`src/rtl/sram_read_arb.sv`:
```
// Shares the single SRAM read port among NUM_CLIENTS requesters: picks a winner by
// priority override or round-robin, then issues one incrementing-address beat per accepted cycle.
module sram_read_arb #(
  parameter int NUM_CLIENTS = 16,
  parameter int ADDR_W      = 19,
  parameter int LEN_W       = 4
) (
  input  logic                                clk,
  input  logic                                rst_n,
  input  logic [NUM_CLIENTS-1:0]              client_read_req,
  input  logic [NUM_CLIENTS-1:0][ADDR_W-1:0]  client_read_addr,
  input  logic [NUM_CLIENTS-1:0][LEN_W-1:0]   client_read_len,
  input  logic [4:0]                          client_priority,
  input  logic                                sram_busy,
  output logic [NUM_CLIENTS-1:0]              read_sram,
  output logic [ADDR_W-1:0]                   sram_addr,
  output logic                                sram_rd_valid,
  output logic [NUM_CLIENTS-1:0]              client_grant,
  output logic [NUM_CLIENTS-1:0]              client_done,
  output logic [$clog2(NUM_CLIENTS)-1:0]      cur_client,
  output logic                                arb_busy
);

  // state | meaning
  // IDLE  | no burst in progress; arbitrate among requesters every cycle
  // BURST | granted burst issuing beats; stalls while sram_busy is high
  typedef enum logic {IDLE, BURST} state_t;

  localparam int IDX_W = $clog2(NUM_CLIENTS);

  state_t                   state_q, state_d;
  logic [IDX_W-1:0]         rr_q, rr_d;
  logic [ADDR_W-1:0]        base_q, base_d;
  logic [LEN_W-1:0]         len_q, len_d;
  logic [LEN_W-1:0]         cnt_q, cnt_d;
  logic [NUM_CLIENTS-1:0]   read_q, read_d;
  logic [ADDR_W-1:0]        addr_q, addr_d;
  logic                     valid_q, valid_d;
  logic [NUM_CLIENTS-1:0]   grant_q, grant_d;
  logic [NUM_CLIENTS-1:0]   done_q, done_d;
  logic [IDX_W-1:0]         cur_q, cur_d;
  logic                     busy_q, busy_d;

  logic                     win_valid;
  logic [IDX_W-1:0]         win_idx;
  logic [IDX_W-1:0]         idx;
  logic                     accept;

  function automatic logic [NUM_CLIENTS-1:0] onehot(input logic [IDX_W-1:0] i);
    onehot    = '0;
    onehot[i] = 1'b1;
  endfunction

  // Override client wins only if it is actually requesting; otherwise search
  // upward from the last winner, wrapping through the index width.
  always_comb begin
    win_valid = 1'b0;
    win_idx   = '0;
    idx       = '0;
    if (client_priority < 5'(NUM_CLIENTS) &&
        client_read_req[client_priority[IDX_W-1:0]]) begin
      win_valid = 1'b1;
      win_idx   = client_priority[IDX_W-1:0];
    end else begin
      for (int i = 1; i <= NUM_CLIENTS; i++) begin
        idx = rr_q + IDX_W'(i);
        if (!win_valid && client_read_req[idx]) begin
          win_valid = 1'b1;
          win_idx   = idx;
        end
      end
    end
  end

  assign accept = valid_q && !sram_busy;

  always_comb begin
    state_d = state_q;
    rr_d    = rr_q;
    base_d  = base_q;
    len_d   = len_q;
    cnt_d   = cnt_q;
    read_d  = read_q;
    addr_d  = addr_q;
    valid_d = valid_q;
    grant_d = '0;
    done_d  = '0;
    cur_d   = cur_q;
    busy_d  = busy_q;
    case (state_q)
      IDLE: begin
        if (win_valid) begin
          base_d  = client_read_addr[win_idx];
          len_d   = client_read_len[win_idx];
          cnt_d   = '0;
          rr_d    = win_idx;
          grant_d = onehot(win_idx);
          read_d  = onehot(win_idx);
          valid_d = 1'b1;
          addr_d  = client_read_addr[win_idx];
          cur_d   = win_idx;
          busy_d  = 1'b1;
          state_d = BURST;
        end
      end
      BURST: begin
        if (accept) begin
          if (cnt_q == len_q) begin
            valid_d = 1'b0;
            read_d  = '0;
            busy_d  = 1'b0;
            done_d  = onehot(cur_q);
            state_d = IDLE;
          end else begin
            cnt_d  = cnt_q + 1'b1;
            addr_d = base_q + ADDR_W'(cnt_q) + ADDR_W'(1);
          end
        end
      end
      default: state_d = IDLE;
    endcase
  end

  always_ff @(posedge clk or negedge rst_n) begin
    if (!rst_n) begin
      state_q <= IDLE;
      rr_q    <= '1;
      base_q  <= '0;
      len_q   <= '0;
      cnt_q   <= '0;
      read_q  <= '0;
      addr_q  <= '0;
      valid_q <= 1'b0;
      grant_q <= '0;
      done_q  <= '0;
      cur_q   <= '0;
      busy_q  <= 1'b0;
    end else begin
      state_q <= state_d;
      rr_q    <= rr_d;
      base_q  <= base_d;
      len_q   <= len_d;
      cnt_q   <= cnt_d;
      read_q  <= read_d;
      addr_q  <= addr_d;
      valid_q <= valid_d;
      grant_q <= grant_d;
      done_q  <= done_d;
      cur_q   <= cur_d;
      busy_q  <= busy_d;
    end
  end

  assign read_sram     = read_q;
  assign sram_addr     = addr_q;
  assign sram_rd_valid = valid_q;
  assign client_grant  = grant_q;
  assign client_done   = done_q;
  assign cur_client    = cur_q;
  assign arb_busy      = busy_q;

endmodule

```
`config.mk`:
```
export PLATFORM = sky130hd
export DESIGN_NAME = sram_read_arb
export DESIGN_NICKNAME = d
export VERILOG_FILES = /design/src/rtl/sram_read_arb.sv
export SDC_FILE = /design/constraint.sdc
export NUM_CORES = 1
export LEC_CHECK = 0
export ABC_AREA = 1
export BUFFER_PORTS_ARGS = -buffer_cell sky130_fd_sc_hd__clkbuf_2
export CAP_MARGIN = 10
export CORE_AREA = 5 5 178 180
export CTS_BUF_LIST = sky130_fd_sc_hd__clkbuf_4
export CTS_CLUSTER_DIAMETER = 60
export DETAILED_ROUTE_END_ITERATION = 10
export DIE_AREA = 0 0 183 185
export GPL_ROUTABILITY_DRIVEN = 0
export PLACE_DENSITY = 0.64
export SLEW_MARGIN = 20
export SYNTH_ARGS = -nofsm -noshare
export SYNTH_HDL_FRONTEND = slang
export SYNTH_SLANG_ARGS = --single-unit
```
`constraint.sdc`:
```
create_clock -name clk -period 6.4 [get_ports clk]
set_input_delay 0.64 -clock clk [delete_from_list [all_inputs] [get_ports clk]]
set_output_delay 0.64 -clock clk [all_outputs]
set_load 0.01 [all_outputs]
```
---- Word-level counts from Yosys, hierarchy flattened ----
Index checks and enable logic that the tools add are counted.
operators by class
  bitwise logic cells ..................... 1
  $add $sub $neg .......................... 18
  eq/ne operators ......................... 5
  mux-type cells .......................... 116
  reduce and logical (&&, ||, !) cells .... 38
  $lt $le $gt $ge ......................... 22
operators by type and width
  kind                   count
  $mux 16                8
  $lt 4x5->1 const B     19
  $mux 4                 21
  $bmux 19 s4            1
  $mux 19                4
  $bmux 1 s4             17
  $mux 1                 57
  $pmux 19 s2            1
  $add 4x4->4 const B    8
  $pmux 16 s2            1
  $add 19x1->19 const B  1
  $add 19x4->19          1
  $logic_and 1x1->1      19
  $add 4x3->4 const B    4
  $bmux 4 s4             1
  $logic_not 1->1        16
  $add 4x1->4 const B    2
  $add 4x2->4 const B    2
  $demux 1 s4            2
  $ge 4x1->1 const B     2
  $pmux 4 s2             1
  $reduce_and 3->1       2
  $lt 5x5->1 const B     1
  $eq 4x4->1             1
  other kinds (5)        8
word-level totals
  logic and storage cells ................. 211
  input port bits ......................... 392
  output and inout bits ................... 73
  flip-flop bits (word level) ............. 104

---- Longest topological paths before layout ----
Gate-level depths: netlist of run 1.
  depth in word-level cells ............... 71
  depth in mapped cells ................... 34
  mapped depth without buffers ............ 32

---- Worst setup path after synthesis of run 1 ----
No wires, ideal clock.
  path kind ............................... register -> register
  start point ............................. register rr_q[1]
  end point ............................... register addr_q[10], in the netlist sram_addr[10]
  slack ................................... 2.519 ns
  path buffers ............................ 4
  period minus slack after synthesis ...... 3.881 ns
  setup time .............................. 0.117 ns
  data arrival time ....................... 3.764 ns
  cell stages (with the launch flop) ...... 31
  data required time ...................... 6.283 ns
  cell sequence ........................... dfstp_2 -> inv_1 -> buf_2 -> ha_1 -> inv_1 -> buf_2 -> nand3_1 -> nand3_1 -> nand3_1 -> nand2_2 -> nand4_1 -> nor2_2 -> nand4_2 -> nor2_1 -> nand2_1 -> nor3_1 -> nand2_1 -> nand3_1 -> o21ai_1 -> nand3_1 -> nand2_1 -> buf_4 -> buf_2 -> nand2_1 -> nand2_1 -> nand2_1 -> nand2_1 -> nor2_1 -> nand2_1 -> nand2_1 -> nand2_1
on the way
  word-level cells in the longest chain between the ends .. 69
  elaborated cells between the ends (all ways) .. 132
  classes of those cells .................. 15 x add/sub; 1 x eq/ne; 85 x mux; 31 x reduce/logical
RTL lines
  item                           RTL line  source
  from (decl)                    32        logic [IDX_W-1:0] rr_q, rr_d;
  from (signal assigned)         140       rr_q <= rr_d;
  $add 4x1->4                    66        idx = rr_q + IDX_W'(i);
  $bmux 1 s4                     67        if (!win_valid && client_read_req[idx]) begin
  $mux 1 (implied by the code)   67
  $mux 1                         67
  $mux 1                         60        if (client_priority < 5'(NUM_CLIENTS) &&
  $logic_not 1->1                67
  $logic_and 1x1->1              67
  $mux 1                         67
  (+53 left out)                 --
  $logic_not 1->1                67
  $logic_and 1x1->1              67
  $mux 4                         67
  $mux 4                         60
  $bmux 19 s4                    100       addr_d = client_read_addr[win_idx];
  $mux 19 (implied by the code)  100
  $mux 19                        92        if (win_valid) begin
  $pmux 19 s2                    90        case (state_q)
  to (signal assigned)           145       addr_q <= addr_d;
  to (decl)                      37        logic [ADDR_W-1:0] addr_q, addr_d;
Several ways; a longest one is shown, not always the timed one. The select of a mux whose other input is x is not followed.
A chain may end at the register's enable or synchronous reset.

---- Worst setup path after layout of run 1 ----
  start point ............................. register rr_q[1]
  end point ............................... register addr_q[4], in the netlist sram_addr[4]
Same word-level chain as after synthesis.

==> qor.csv, run 1 <==
metric,value,unit
final max-slew violation count,0,
portion of the post-synthesis area used by sequential elements,0.247,
cell chosen for the clock root,sky130_fd_sc_hd__clkbuf_4,
Via density,5.06,
master of the slowest instance on the critical path,sky130_fd_sc_hd__dfstp_2,
Resized cells post-CTS,0,
post-placement worst setup slack,0.886,ns
critical path data required time,6.78,ns
clk buf depth,2,
Synth Register Bits,104,
Iteration-0 DRC Markers,1003,
WL per Instance,16.7,um
height of the die,185,um
post-CTS setup-driven buffer insertion count,0,
post-synthesis cell type with the largest combined area,sky130_fd_sc_hd__nand2_1,
largest stage delay on the critical path,0.77,ns
netlist area before placement,10600,um^2
clock tree from TritonCTS,yes,
final cell count without fillers,2682,
Synth-to-Final Area Change,24.5,%
critical path peak fanout,70,
syn avg cell area,5.57,um^2
worst skew pair latency,0.49,ns
endpoint of the most critical register-to-register path,sram_addr[4],
worst clock skew,0.0322,ns
clock edge transition at the registers on the reported setup and hold paths,0.17,ns
Critical Setup Path Class,register to register,
r2r setup slk,0.69,ns
Worst slew margin,0.349,
core box area,30000,um^2
count of buffers from port buffering,464,
outcome,finished clean,
mux cell area share after synthesis,0,
Row Count,64,
number of cells in the design after placement,2664,
flip-flop cell with the highest count after synthesis,sky130_fd_sc_hd__dfrtp_1,
class of the tightest hold or removal check,input pin to asynchronous set/reset pin,
met3 layer wire length in the routed design,2900,um
initial antenna violation count,2,
Hold Fails Final Rpt,0,
vias after detailed routing,13577,
CP most frequent cell,sky130_fd_sc_hd__nand2_1,
main combinational cell family by area after synthesis,simple AND/OR/NAND/NOR gates,
most area-consuming cells after synthesis,"sky130_fd_sc_hd__nand2_1 (36%), sky130_fd_sc_hd__dfrtp_1 (24%), sky130_fd_sc_hd__nand3_1 (12%)",
adder-cell share of the synthesized area,0.0173,
fraction of registers with async set/reset,1.00,
total half-perimeter wirelength after legalization and detailed placement,36500,um
min setup slack post-route,0.691,ns
share of final-layout standard cells stronger than drive strength 1,0.240,
number of remaining DRC errors,0,
routed metal-1 wirelength,18500,um
total gr overflow,0,
crit path DAT,6.09,ns
worst reg-to-reg path cell count,29,
H-tree depth,3,
wire length of the first global-routing pass,67200,um
first drt pass iteration count,5,
xor-xnor portion of the synthesized cell area,0.0241,
synth warn,0,
die outline width,183,um
crit path launch type,register,
final setup violation count,0,
sink count of the clock tree,104,
uppermost routed layer,met4,
Final Critical Period,5.71,ns
start of the worst register-to-register path,rr_q[1],
Initial Utilization,0.352,
Post-CTS Hold Fix Bufs,0,
Setup TNS,0,ns
Die Outline Area,33900,um^2
Final Instance Area,13100,um^2
vias in the first global route,12607,
cell count after synthesis,1896,
top-area cell type share of the netlist area,0.361,
number of distinct library cell variants in the gate-level netlist after synthesis,46,
Crit. End Element,register,
"commonest cells after routing, fill and taps aside","sky130_fd_sc_hd__nand2_1 (1013), sky130_fd_sc_hd__clkbuf_2 (463), sky130_fd_sc_hd__nand3_1 (257), sky130_fd_sc_hd__nor2_1 (118), sky130_fd_sc_hd__dfrtp_1 (100)",
"commonest non-fill, non-tap cell in the layout",sky130_fd_sc_hd__nand2_1,
number of nets with antenna violations after detailed routing,0,
fraction of the mapped netlist area in simple logic gates,0.555,
total clock buffers created by CTS,9,
number of fill cells,3375,
met2 routed wirelength,21800,um
largest net degree at the start of global routing,112,
GR Util All Layers,0.247,
slew of the pin with the lowest slew margin,0.977,ns
syn nets,2302,
max frequency,175,MHz
Post-Route WL,44900,um
number of placed I/O pins,465,
net count of the finished layout,2685,
setup repair after global routing missed its margin,false,
compound-cell area share of the yosys netlist,0.0686,
Placed Area,13000,um^2
"EDFF count, synth",0,
final critical-path share of the clock period,0.892,
Max Cap Violations,0,
==> metal layers <==
metal | vias up | global-route usage
met5 | - | 0
met2 | 560 | 0.419
met3 | 75 | 0.0350
met1 | 6178 | 0.323
li1 | 6764 | -
met4 | 0 | 0.0900
==> worst max path at each step <==
| stage | start | endpoint | slack, ns | cells after the start |
|---|---|---|---|---|
| floorplan | rr_q[1] | sram_addr[10] | 2.52 | 30 |
| global placement | rr_q[1] | sram_addr[4] | 1.03 | 29 |
| detailed placement | rr_q[1] | sram_addr[4] | 0.89 | 29 |
| CTS | rr_q[1] | sram_addr[4] | 0.85 | 29 |
| global route | rr_q[1] | sram_addr[4] | 0.23 | 29 |
| finish | rr_q[1] | sram_addr[4] | 0.69 | 29 |
==> state kept, by name, summed over array words and instances, names as in the netlist <==
name	cells
cur_client	4
base_q	19
rr_q	4
len_q	4
state_q	1
client_grant	16
read_sram	16
client_done	16
arb_busy	1
sram_addr	19
cnt_q	4
==> metrics by stage <==
| stage | util | hold slack [ns] |
|---|---|---|
| 5_1_grt | 0.438 | 0.143 |
| 6_report | 0.438 | 0.129 |
| 2_1_floorplan | - | 0.344 |
| 3_5_place_dp | 0.433 | 0.465 |
| 3_3_place_gp | 0.433 | 0.464 |
| 4_1_cts | 0.438 | 0.117 |
==> synthesized netlist by cell type (2+ instances only) <==
library cell and number:
sky130_fd_sc_hd__buf_1 12, sky130_fd_sc_hd__ha_1 13, sky130_fd_sc_hd__nor2_4 2, sky130_fd_sc_hd__nor2_2 7
sky130_fd_sc_hd__buf_2 51, sky130_fd_sc_hd__a31o_1 16, sky130_fd_sc_hd__nand2_1 1015, sky130_fd_sc_hd__a22oi_1 2
sky130_fd_sc_hd__buf_6 11, sky130_fd_sc_hd__xor2_1 21, sky130_fd_sc_hd__o21ai_0 32, sky130_fd_sc_hd__o21a_1 3
sky130_fd_sc_hd__dfstp_2 4, sky130_fd_sc_hd__o221ai_1 3, sky130_fd_sc_hd__clkbuf_1 19, sky130_fd_sc_hd__inv_1 64
sky130_fd_sc_hd__nand4_1 7, sky130_fd_sc_hd__dfrtp_1 100, sky130_fd_sc_hd__or2_2 2, sky130_fd_sc_hd__buf_4 17
sky130_fd_sc_hd__a21oi_1 25, sky130_fd_sc_hd__nand3_2 2, sky130_fd_sc_hd__xnor2_1 3, sky130_fd_sc_hd__nor2_1 119
sky130_fd_sc_hd__nand2_2 8, sky130_fd_sc_hd__o21ai_1 32, sky130_fd_sc_hd__inv_2 17, sky130_fd_sc_hd__nor3_1 13
sky130_fd_sc_hd__nand4_2 3, sky130_fd_sc_hd__nand3_1 257
==> critical path, delay by kind of cell, from the launching register on <==
kind / cells / cell delay (ns)
AO/OA/AOI/OAI: 1 / 0.13
AND/OR/NAND/NOR: 23 / 2.94
flip-flops: 1 / 0.77
buffers and inverters: 4 / 1.24
adder cells (fa/ha/maj): 1 / 0.44
==> layout make-up <==
cell class / instances / area, um^2 / share of cell area
multi-input cells: 1600 / 7070 / 0.538
flip-flops and latches: 104 / 2610 / 0.198
repair buffers: 482 / 2510 / 0.191
well taps: 396 / 495 / 0.0377
inverters: 82 / 309 / 0.0235
clock inverters: 7 / 82.6 / 0.00628
clock buffers: 9 / 67.6 / 0.00514
diodes: 2 / 5.00 / 0.000381
==> logic make-up after synthesis <==
family / Yosys count
and+or+nand+nor: 1438
buffers and inverters: 192
AOI/OAI and AO/OA: 122
DFF: 104
xor gates and xnor gates: 26
adders and majority gates: 14
Power of run 1 is not shown: default switching activity piles up to over one toggle a cycle in this logic, so the estimate is an artifact.
==> inputs of run 2 (changes only) <==
Settings changed: CELL_PAD_IN_SITES_DETAIL_PLACEMENT from default to 0, CELL_PAD_IN_SITES_GLOBAL_PLACEMENT from default to 1, CORE_AREA 5 5 178 180 to default, CORE_MARGIN from default to 5, CORE_UTILIZATION from default to 34, DIE_AREA 0 0 183 185 to default, PLACE_DENSITY 0.64 to default, PLACE_DENSITY_LB_ADDON from default to 0.1.
==> qor.csv, run 2 (synthesis results as in run 1) <==
metric,value,unit
outcome,finished clean,
largest stage delay on the critical path,0.83,ns
worst skew pair latency,0.48,ns
clk buf depth,2,
crit path launch type,register,
number of cells in the design after placement,2663,
number of nets with antenna violations after detailed routing,0,
WL per Instance,16.5,um
smallest hold slack,0.134,ns
Post-Route WL,44100,um
total gr overflow,0,
net count of the finished layout,2684,
final setup violation count,0,
total clock buffers created by CTS,9,
slew of the pin with the lowest slew margin,0.972,ns
vias in the first global route,12676,
cell chosen for the clock root,sky130_fd_sc_hd__clkbuf_4,
H-tree depth,3,
die outline width,186,um
Worst slew margin,0.352,
final cell count without fillers,2680,
Synth-to-Final Area Change,24.4,%
vias after detailed routing,13100,
critical path peak fanout,55,
"commonest non-fill, non-tap cell in the layout",sky130_fd_sc_hd__nand2_1,
Initial Utilization,0.345,
Final Critical Period,5.71,ns
CP most frequent cell,sky130_fd_sc_hd__nand2_1,
post-CTS setup-driven buffer insertion count,0,
number of placed I/O pins,465,
worst clock skew,0.0400,ns
core box area,30600,um^2
count of buffers from port buffering,464,
Max Cap Violations,0,
Setup TNS,0,ns
Via density,4.89,
Placed Area,13000,um^2
Critical Setup Path Class,register to register,
final max-slew violation count,0,
GR Util All Layers,0.240,
max frequency,175,MHz
Die Outline Area,34700,um^2
number of remaining DRC errors,0,
total half-perimeter wirelength after legalization and detailed placement,35300,um
"commonest cells after routing, fill and taps aside","sky130_fd_sc_hd__nand2_1 (1013), sky130_fd_sc_hd__clkbuf_2 (463), sky130_fd_sc_hd__nand3_1 (257), sky130_fd_sc_hd__nor2_1 (118), sky130_fd_sc_hd__dfrtp_1 (100)",
master of the slowest instance on the critical path,sky130_fd_sc_hd__dfstp_2,
Row Count,64,
worst reg-to-reg path cell count,29,
clock tree from TritonCTS,yes,
final critical-path share of the clock period,0.892,
Crit. End Element,register,
wire length of the first global-routing pass,66800,um
setup repair after global routing missed its margin,false,
class of the tightest hold or removal check,input pin to asynchronous set/reset pin,
r2r setup slk,0.69,ns
clock edge transition at the registers on the reported setup and hold paths,0.20,ns
sink count of the clock tree,104,
Resized cells post-CTS,0,
number of fill cells,3498,
Iteration-0 DRC Markers,782,
Post-CTS Hold Fix Bufs,0,
critical path data required time,6.78,ns
initial antenna violation count,1,
endpoint of the most critical register-to-register path,sram_addr[3],
share of final-layout standard cells stronger than drive strength 1,0.240,
Hold Fails Final Rpt,0,
Final Instance Area,13100,um^2
largest net degree at the start of global routing,129,
start of the worst register-to-register path,rr_q[0],
crit path DAT,6.09,ns
first drt pass iteration count,5,
height of the die,186,um
-- run 2: cell count changes in the layout (fill, tap and decap cells not counted) --
cell                         before  now
sky130_fd_sc_hd__inv_8            2    1
sky130_fd_sc_hd__clkbuf_4         9   10
sky130_fd_sc_hd__clkinvlp_4       1    0
sky130_fd_sc_hd__a21oi_4          1    0
sky130_fd_sc_hd__nand2_8          1    2
sky130_fd_sc_hd__inv_6            2    3
sky130_fd_sc_hd__diode_2          2    1
sky130_fd_sc_hd__a21oi_2          0    1
sky130_fd_sc_hd__buf_4           15   14
sky130_fd_sc_hd__nand2_4          2    1
-- run 2: layout make-up --
cell class,instances,area [um^2],share of cell area
repair buffers,481,2500,0.191
diodes,1,2.50,0.000191
well taps,396,495,0.0377
inverters,82,309,0.0235
clock buffers,10,75.1,0.00572
clock inverters,6,72.6,0.00553
multi-input cells,1600,7070,0.538
flip-flops and latches,104,2610,0.199
-- run 2: routing by layer --
layer  global-route usage  up-vias  share of wire
met3               0.0305       49          0.055
met1                0.306     5907           0.41
met4               0.0522        0          0.022
met5                    0        -              0
met2                0.433      401           0.51
li1                     -     6743              -
-- run 2: worst max path at each step --
stage / start / endpoint / slack, ns / cells after the start
5_1_grt: rr_q[0] / base_q[13] / 0.08 / 28
3_5_place_dp: rr_q[0] / sram_addr[7] / 0.63 / 29
3_3_place_gp: rr_q[0] / sram_addr[7] / 0.70 / 29
4_1_cts: rr_q[0] / sram_addr[3] / 0.61 / 29
6_report: rr_q[0] / sram_addr[3] / 0.69 / 29
2_1_floorplan: rr_q[1] / sram_addr[10] / 2.52 / 30
-- run 2: critical path: cells and delay by family, from the launching register on --
family / cells / cell delay [ns]
simple gates: 23 / 3.06
buf+inv: 4 / 1.07
flops: 1 / 0.83
fa+ha+maj: 1 / 0.50
compound gates: 1 / 0.11
-- run 2: through the flow --
step	util	setup slack, ns
after detailed placement	0.424	0.635
final	0.429	0.690
after floorplan	-	2.52
after CTS	0.429	0.609
after global placement	0.424	0.697
after global routing	0.429	0.0754
Power of run 2 is left out for the same reason.
==> inputs of run 3 (changes only) <==
==> constraint.sdc (replaced) <==
create_clock -name clk -period 6.4 [get_ports clk]
set_input_delay 0 -clock clk [delete_from_list [all_inputs] [get_ports clk]]
set_output_delay 0 -clock clk [all_outputs]
set_load 0.01 [all_outputs]
==> qor.csv, run 3 (synthesis results as in run 1) <==
metric,value,unit
clock edge transition at the registers on the reported setup and hold paths,0.19,ns
max frequency,172,MHz
largest stage delay on the critical path,0.81,ns
height of the die,186,um
Critical Setup Path Class,register to register,
number of remaining DRC errors,0,
Multi-input gate area,7070,um^2
net count of the finished layout,2725,
worst clock skew,0.0283,ns
clock tree from TritonCTS,yes,
Row Count,64,
start of the worst register-to-register path,rr_q[1],
Die Outline Area,34700,um^2
total clock buffers created by CTS,9,
die outline width,186,um
final critical-path share of the clock period,0.910,
vias after detailed routing,13391,
initial antenna violation count,3,
number of cells in the design after placement,2663,
Worst slew margin,0.365,
cell chosen for the clock root,sky130_fd_sc_hd__clkbuf_4,
Hold Fails Final Rpt,0,
slew of the pin with the lowest slew margin,0.953,ns
Synth-to-Final Area Change,28.4,%
final setup violation count,0,
crit path DAT,6.20,ns
WL per Instance,16.4,um
total half-perimeter wirelength after legalization and detailed placement,35400,um
setup repair after global routing missed its margin,false,
core box area,30600,um^2
count of buffers from port buffering,464,
Initial Utilization,0.345,
Worst Hold Launch,client_read_len[26],
Final Instance Area,13600,um^2
outcome,finished clean,
vias in the first global route,13075,
largest net degree at the start of global routing,129,
Post-Route WL,44700,um
total gr overflow,0,
number of placed I/O pins,465,
"commonest non-fill, non-tap cell in the layout",sky130_fd_sc_hd__nand2_1,
final cell count without fillers,2723,
H-tree depth,3,
crit path launch type,register,
number of nets with antenna violations after detailed routing,0,
Sequential Area,2610,um^2
CP most frequent cell,sky130_fd_sc_hd__nand2_1,
first drt pass iteration count,5,
Final Critical Period,5.82,ns
master of the slowest instance on the critical path,sky130_fd_sc_hd__dfstp_2,
Max Cap Violations,0,
critical path peak fanout,55,
critical path data required time,6.78,ns
smallest hold slack,0.0223,ns
source of the critical timing path,rr_q[1],
class of the tightest hold or removal check,input pin to register,
clk buf depth,2,
final max-slew violation count,0,
number of fill cells,3480,
Iteration-0 DRC Markers,696,
post-CTS setup-driven buffer insertion count,0,
worst skew pair latency,0.50,ns
sink count of the clock tree,104,
GR Util All Layers,0.247,
Via density,4.92,
Setup TNS,0,ns
wire length of the first global-routing pass,68700,um
Placed Area,13000,um^2
Crit. End Element,register,
share of final-layout standard cells stronger than drive strength 1,0.237,
"commonest cells after routing, fill and taps aside","sky130_fd_sc_hd__nand2_1 (1013), sky130_fd_sc_hd__clkbuf_2 (463), sky130_fd_sc_hd__nand3_1 (257), sky130_fd_sc_hd__nor2_1 (118), sky130_fd_sc_hd__dfrtp_1 (100)",
## run 3: cell count changes in the layout (fill, tap and decap cells not counted), sizes merged
cell	change
dlygate4sd3	+41
clkinv	+2
clkinvlp	+2
diode	+2
inv	-2
bufinv	-1
clkbuf	-1
## run 3: critical path: cells and delay by family, from the launching register on
family | cells | cell delay [ns]
buffers and inverters | 6 | 1.47
DFF | 1 | 0.81
and+or+nand+nor | 19 | 2.52
AOI/OAI and AO/OA | 2 | 0.29
adders and majority gates | 1 | 0.49
## run 3: layout make-up
cell class / instances / area share
flip-flops and latches: 104 / 0.192
well taps: 396 / 0.0365
clock buffers: 9 / 0.00498
multi-input cells: 1600 / 0.522
diodes: 3 / 0.000554
clock inverters: 7 / 0.00554
inverters: 82 / 0.0234
repair buffers: 522 / 0.215
## run 3: layer usage
layer	wire length, um	GRT usage	up-vias
li1	-	-	6844
met3	2220	0.0313	47
met2	23000	0.441	408
met4	899	0.0525	0
met5	0	0	-
met1	18600	0.320	6092
## run 3: what timing repair did
| item | CTS | global route |
|---|---|---|
| setup endpoints to repair | 0 | 27 |
| hold buffers | 41 | 0 |
| hold endpoints to repair | 66 | 0 |
| resized for setup | 0 | 7 |
## run 3: per-stage QoR
stage	setup WS, ns	utilization
2_1_floorplan	2.52	-
3_3_place_gp	0.676	0.424
3_5_place_dp	0.645	0.424
4_1_cts	0.214	0.442
5_1_grt	0.00581	0.443
6_report	0.578	0.443
## run 3: worst paths after layout
check	to	slack (ns)	depth (start not counted)
setup / recovery	base_q[16]	0.58	28
hold / removal	len_q[2]	0.02	9
setup reg to reg	base_q[16]	0.58	28
hold reg to reg	sram_addr[15]	0.50	2
max in group asynchronous	sram_addr[14]	4.67	4
min in group asynchronous	client_grant[5]	0.56	3
Power of run 3 is left out for the same reason.
